**src/rtl/i2c_controller.sv**
```systemverilog
// Single-initiator I2C byte engine: optional START / repeated START, 8 data bits plus ACK, optional STOP.
// Pad enables are registered so reset releases both lines immediately; bus inputs are double-synchronised.
module i2c_controller #(
  parameter logic [4:0] CLK_DIV = 5'd16
) (
  input  logic       clk,
  input  logic       rst_n,
  input  logic       cmd_valid,
  output logic       cmd_ready,
  input  logic       cmd_start,
  input  logic       cmd_read,
  input  logic       cmd_stop,
  input  logic       cmd_nack,
  input  logic [7:0] wr_data,
  output logic [7:0] rd_data,
  output logic       ack_received,
  output logic       done,
  output logic       busy,
  input  logic       scl_in,
  input  logic       sda_in,
  output logic       scl_oe,
  output logic       sda_oe
);

  typedef enum logic [2:0] {S_IDLE, S_START, S_BIT, S_STOP, S_HOLD} state_t;

  state_t      r_state, w_state_nxt;
  logic [1:0]  r_q, w_q_nxt;
  logic [3:0]  r_bit, w_bit_nxt;
  logic        r_rs, w_rs_nxt;
  logic [4:0]  r_cnt;
  logic [1:0]  r_scl_sync, r_sda_sync;
  logic        r_rd, r_stop, r_nack;
  logic [7:0]  r_wr, r_rd_data;
  logic        r_ack, r_done, r_scl_oe, r_sda_oe;
  logic        w_scl, w_sda, w_accept, w_wait, w_tick, w_reload, w_sample, w_bitval;
  logic        w_done, w_scl_oe, w_sda_oe;

  assign w_scl        = r_scl_sync[1];
  assign w_sda        = r_sda_sync[1];
  assign cmd_ready    = (r_state == S_IDLE) || (r_state == S_HOLD);
  assign w_accept     = cmd_valid && cmd_ready;
  assign busy         = (r_state != S_IDLE);
  assign done         = r_done;
  assign rd_data      = r_rd_data;
  assign ack_received = r_ack;
  assign scl_oe       = r_scl_oe;
  assign sda_oe       = r_sda_oe;

  always_ff @(posedge clk or negedge rst_n) begin
    if (!rst_n) begin
      r_scl_sync <= 2'b11;
      r_sda_sync <= 2'b11;
    end else begin
      r_scl_sync <= {r_scl_sync[0], scl_in};
      r_sda_sync <= {r_sda_sync[0], sda_in};
    end
  end

  // Phases where SCL has just been released wait here; the timer reloads until the bus shows SCL high.
  always_comb begin
    w_wait = 1'b0;
    if (!w_scl) begin
      case (r_state)
        S_START: w_wait = r_rs ? (r_q == 2'd1) : (r_q == 2'd0);
        S_BIT:   w_wait = (r_q == 2'd2);
        S_STOP:  w_wait = (r_q == 2'd1);
        default: w_wait = 1'b0;
      endcase
    end
  end

  assign w_reload = (r_state == S_IDLE) || (r_state == S_HOLD) || w_wait || (r_cnt == 5'd0);
  assign w_tick   = (r_cnt == 5'd0) && !w_wait;
  assign w_sample = (r_state == S_BIT) && (r_q == 2'd2) && w_scl && (r_cnt == CLK_DIV - 5'd1);
  assign w_bitval = (r_bit == 4'd0) ? (r_rd && !r_nack) : (!r_rd && !r_wr[r_bit[2:0] - 3'd1]);

  always_comb begin
    w_state_nxt = r_state;
    w_q_nxt     = r_q;
    w_bit_nxt   = r_bit;
    w_rs_nxt    = r_rs;
    w_done      = 1'b0;
    w_scl_oe    = 1'b0;
    w_sda_oe    = 1'b0;
    case (r_state)
      S_IDLE: begin
        if (w_accept) begin
          if (cmd_start) begin
            w_state_nxt = S_START;
            w_q_nxt     = 2'd0;
            w_rs_nxt    = 1'b0;
          end else begin
            w_done = 1'b1;
          end
        end
      end
      S_HOLD: begin
        w_scl_oe = 1'b1;
        if (w_accept) begin
          w_q_nxt = 2'd0;
          if (cmd_start) begin
            w_state_nxt = S_START;
            w_rs_nxt    = 1'b1;
          end else begin
            w_state_nxt = S_BIT;
            w_bit_nxt   = 4'd8;
          end
        end
      end
      S_START: begin
        if (r_rs) begin
          // Repeated START prologue: raise SDA with SCL low, then raise SCL.
          w_scl_oe = (r_q == 2'd0);
          if (w_tick) begin
            if (r_q == 2'd0) begin
              w_q_nxt = 2'd1;
            end else begin
              w_q_nxt  = 2'd0;
              w_rs_nxt = 1'b0;
            end
          end
        end else begin
          w_sda_oe = 1'b1;
          w_scl_oe = r_q[1];
          if (w_tick) begin
            w_q_nxt = r_q + 2'd1;
            if (r_q == 2'd3) begin
              w_state_nxt = S_BIT;
              w_bit_nxt   = 4'd8;
            end
          end
        end
      end
      S_BIT: begin
        w_sda_oe = w_bitval;
        w_scl_oe = !r_q[1];
        if (w_tick) begin
          w_q_nxt = r_q + 2'd1;
          if (r_q == 2'd3) begin
            if (r_bit != 4'd0) begin
              w_bit_nxt = r_bit - 4'd1;
            end else if (r_stop) begin
              w_state_nxt = S_STOP;
            end else begin
              w_state_nxt = S_HOLD;
              w_done      = 1'b1;
            end
          end
        end
      end
      S_STOP: begin
        w_sda_oe = (r_q != 2'd3);
        w_scl_oe = (r_q == 2'd0);
        if (w_tick) begin
          w_q_nxt = r_q + 2'd1;
          if (r_q == 2'd3) begin
            w_state_nxt = S_IDLE;
            w_done      = 1'b1;
          end
        end
      end
      default: w_state_nxt = S_IDLE;
    endcase
  end

  always_ff @(posedge clk or negedge rst_n) begin
    if (!rst_n) begin
      r_state  <= S_IDLE;
      r_q      <= 2'd0;
      r_bit    <= 4'd0;
      r_rs     <= 1'b0;
      r_cnt    <= CLK_DIV - 5'd1;
      r_scl_oe <= 1'b0;
      r_sda_oe <= 1'b0;
      r_done   <= 1'b0;
    end else begin
      r_state  <= w_state_nxt;
      r_q      <= w_q_nxt;
      r_bit    <= w_bit_nxt;
      r_rs     <= w_rs_nxt;
      r_cnt    <= w_reload ? (CLK_DIV - 5'd1) : (r_cnt - 5'd1);
      r_scl_oe <= w_scl_oe;
      r_sda_oe <= w_sda_oe;
      r_done   <= w_done;
    end
  end

  always_ff @(posedge clk or negedge rst_n) begin
    if (!rst_n) begin
      r_rd      <= 1'b0;
      r_stop    <= 1'b0;
      r_nack    <= 1'b0;
      r_wr      <= 8'h00;
      r_rd_data <= 8'h00;
      r_ack     <= 1'b0;
    end else begin
      if (w_accept) begin
        r_rd   <= cmd_read;
        r_stop <= cmd_stop;
        r_nack <= cmd_nack;
        r_wr   <= wr_data;
      end
      if ((r_state == S_IDLE) && w_accept && !cmd_start)
        r_ack <= 1'b1;
      if (w_sample) begin
        if (r_bit == 4'd0) begin
          if (!r_rd) r_ack <= w_sda;
        end else if (r_rd) begin
          r_rd_data <= {r_rd_data[6:0], w_sda};
        end
      end
    end
  end

endmodule

```
**config.mk**
```make
export PLATFORM = sky130hd
export DESIGN_NAME = i2c_controller
export DESIGN_NICKNAME = d
export VERILOG_FILES = /design/src/rtl/i2c_controller.sv
export SDC_FILE = /design/constraint.sdc
export NUM_CORES = 1
export LEC_CHECK = 0
export ABC_AREA = 1
export BUFFER_PORTS_ARGS = -buffer_cell sky130_fd_sc_hd__buf_2
export CAP_MARGIN = 15
export CORE_MARGIN = 2
export CORE_UTILIZATION = 50
export CTS_BUF_LIST = sky130_fd_sc_hd__clkbuf_4
export CTS_CLUSTER_SIZE = 20
export DETAILED_ROUTE_END_ITERATION = 10
export GPL_ROUTABILITY_DRIVEN = 0
export PLACE_DENSITY = 0.8
export RECOVER_POWER = 25
export SLEW_MARGIN = 10
export SYNTH_ARGS = -nofsm -noshare
export SYNTH_HDL_FRONTEND = slang
export SYNTH_SLANG_ARGS = --single-unit
export TNS_END_PERCENT = 5
```
**constraint.sdc**
```tcl
create_clock -name clk -period 2.3 [get_ports clk]
set_input_delay 0.46 -clock clk [delete_from_list [all_inputs] [get_ports clk]]
set_output_delay 0.46 -clock clk [all_outputs]
set_load 0.05 [all_outputs]
```
==> out/summary.md <==
* **actual slew at the worst max-slew pin** 1.25 ns
* **YS warnings** 0
* **share of cells above drive strength 1** 21.1%
* **largest net degree at the start of global routing** 24
* **chain of cells forming the critical path** nor2_2 > nand2_1 > buf_2
* **number of global-route vias before repair** 1818
* **total power per unit cell area** 1180 mW/mm^2
* **number of DRC violations after detailed routing** 0
* **ranking of synthesized cells by area** dfrtp_1, nand2_1, dfstp_2
* **sequential share of the synthesized area** 47.7%
* **finished layout cell area** 0.00252 mm^2
* **clock network fraction of total power** 12.9%
* **full die area** 0.00500 mm^2
* **count of nets after finishing** 341
* **Worst EP required** 1.84 ns
* **library cell occupying the most area in the post-synthesis netlist** dfrtp_1
* **leak pwr** 0.00133 uW
* **Int Power** 1580 uW
* **flip-flop and latch count after synthesis** 42
* **Core Box Area** 0.00432 mm^2
* **TritonCTS clock tree** done
* **Setup Viol. Count Final** 0
* **Longest Clk Path Bufs** 2
* **mean routed wirelength per cell** 12.3 um
* **slowest stage cell on the critical path** dfrtp_1
* **die width** 70.7 um
* **arrival time worst endpoint** 1.46 ns
* **antenna-violating nets left** 0
* **Multi-input gate area** 0.00104 mm^2
* **standard cell area after detailed placement** 0.00246 mm^2
* **Hold Buf Count CTS** 0
* **Worst Clk Skew** 0.0120 ns
* **post-detailed-route via-to-cell ratio** 5.12
* **Gate Count Post-Synth** 278
* **number of antenna cells inserted** 0
* **All-Layer GR Usage** 19.8%
* **Max-Cap Viols** 0
* **total count of max-transition violations in the final report** 0
* **net count after synthesis** 303
* **Port Buffers** 30
* **net switching share of the total power** 46.9%
* **sequential power share** 37.4%
* **type of destination of the critical path** primary output
* **highest clock frequency the design can meet** 521 MHz
* **top-level port count** 31
* **critical-path maximum fanout** 7
* **minimum clock period** 1.92 ns
* **clock sink total** 42
* **startpoint of the worst setup timing path** r_state[1]
* **latest clock arrival within the worst-skew pair** 0.36 ns
* **kind of launch point of the worst setup path** flip-flop
* **Root Buffer Master** clkbuf_4
* **filler cell count** 417
* **Clk pin slew, worst setup/hold paths** 0.12 ns
* **Largest stage delay, worst path** 0.51 ns
* **Worst Min Path Start** scl_in
* **Iter 0 DRT Violations** 130
* **worst slew margin relative to its limit** 16.8%
* **hold violation count in the final report** 0
* **status** finished clean
* **critical path type** flip-flop to primary output
* **Combinational Power Share** 49.7%
* **maximum VDD drop** 511 uV
* **final setup margin** 0.380 ns
* **placed wire-length estimate after detailed placement** 3430 um
* **residual overflow from global routing** 0
* **vias after detailed routing** 1891
* **H-tree level count** 2
* **TritonRoute pass-1 iters** 4
* **Post-CTS Setup Bufs** 0
* **Vert. Die Dim** 70.7 um
* **mapped cell area** 0.00223 mm^2
* **setup repair after global routing missed its margin** false
* **antenna violations before repair** 0
* **FF/Latch Area** 0.00106 mm^2
* **synthesis-to-finish area growth** 13.0%
* **Net Switching** 1400 uW
* **worst min-delay path class** primary input to flip-flop
* **reg-to-reg startpoint** r_bit[0]
* **TritonCTS buffer count** 5
* **top cell type's share of synthesized area** 38.2%
* **worst setup slack after placement** 0.476 ns
* **Total Routed Length** 4540 um
* **# rows** 24
* **first-pass GRT wire length** 7820 um
* **final hold slack** 0.196 ns
* **CTS resizes** 0
* **total negative slack** 0 ns
* **Avg Synthesized Cell Area** 8.01 um^2
* **final clock period utilization by the worst path** 83.5%
* **Initial Util** 51.5%
* **count of different cell masters after synthesis** 31
## flip-flops by register name (all words and copies together), names as in the netlist, 2 cells and up
register    count
r_bit           4
r_cnt           5
r_q             2
r_scl_sync      2
r_sda_sync      2
r_state         3
r_wr            8
rd_data         8
## cell families (layout without fill, tap and decap cells)
family / Yosys count / count (layout) / share of synthesized area, %
and+or+nand+nor: 164 / 164 / 32.7
DFF: 42 / 42 / 47.7
buffers and inverters: 32 / 71 / 5.62
AOI/OAI and AO/OA: 28 / 28 / 7.98
adders and majority gates: 8 / 8 / 4.50
xor gates and xnor gates: 4 / 4 / 1.57
## routing by layer
layer,vias up,track usage (%),part of all wire [%]
met5,-,0,0
met4,0,9.22,2.0
met3,8,6.27,5.1
met2,51,32.4,48
met1,872,24.0,45
li1,960,-,-
## per-stage QoR
step	instances	util [%]	total power (uW)
floorplan	278	-	2250
finish	369	58.2	2980
detailed placement	361	56.8	2600
global placement	361	56.8	2570
global route	369	58.2	3250
CTS	369	58.2	2990
## cell usage in the layout, fill, tap and decap left out, types with 2 or more instances in the layout
master,instances
nand2_1,96
dfrtp_1,34
nand3_1,31
buf_2,29
inv_1,26
nor2_1,21
o21ai_0,12
ha_1,8
dfstp_2,8
clkbuf_4,7
a21oi_1,6
nand2_2,4
buf_4,4
nor2_2,3
nand3_2,3
inv_2,2
xor2_1,2
xnor2_1,2
nor3_1,2
o21ai_1,2
a21oi_4,2
o211ai_1,2
## power by group through the flow
stage / Combinational (uW) / Clock, uW / Sequential (uW)
2_1_floorplan: 1100 / 0 / 1150
3_5_place_dp: 1470 / 0 / 1130
6_report: 1480 / 383 / 1110
4_1_cts: 1480 / 394 / 1110
5_1_grt: 1690 / 423 / 1140
3_3_place_gp: 1450 / 0 / 1120
## critical path: cells and delay by family, from the launching register on
family	cells	cell delay, ns
buf+inv	1	0.24
flops	1	0.51
simple gates	2	0.35
## final cells by class
type | instances | share of cell area (%)
Clock inverter | 1 | 0.298
Timing Repair Buffer | 34 | 7.11
Inverter | 29 | 4.33
Tap cell | 52 | 2.59
Clock buffer | 7 | 2.09
Sequential cell | 42 | 42.2
Multi-Input combinational cell | 204 | 41.4
## synthesized netlist by cell type
library cell and n:
buf_4 1, o21ai_0 12, nor2_4 1, nand2_2 4, nand3_1 31, nor2_2 2, inv_2 2, ha_1 8
a21oi_2 1, dfstp_2 8, o21ai_1 2, nand3b_1 1, o211ai_1 2, o21bai_1 1, clkbuf_1 1, xor2_1 2
nand2_1 96, o22ai_1 1, buf_2 1, inv_1 26, nor4_4 1, xnor2_1 2, a21boi_0 1, nor2_1 22
a21oi_4 2, dfrtp_1 34, nor3_1 2, a21oi_1 6, nand3_2 3, nand2_4 1, clkinv_1 1
## path summary, 6_finish.rpt
path	to	slack, ns	cells past startpoint
worst min register to register	r_sda_sync[1]	0.36	0
worst max register to register	r_state[1]	0.43	11
max in group asynchronous	r_scl_sync[0]	1.04	2
worst min-delay path	r_scl_sync[0]	0.20	1
min in group asynchronous	r_state[1]	0.33	1
worst max-delay path	busy	0.38	3
Note: power is estimated with default switching activity, not from simulation.
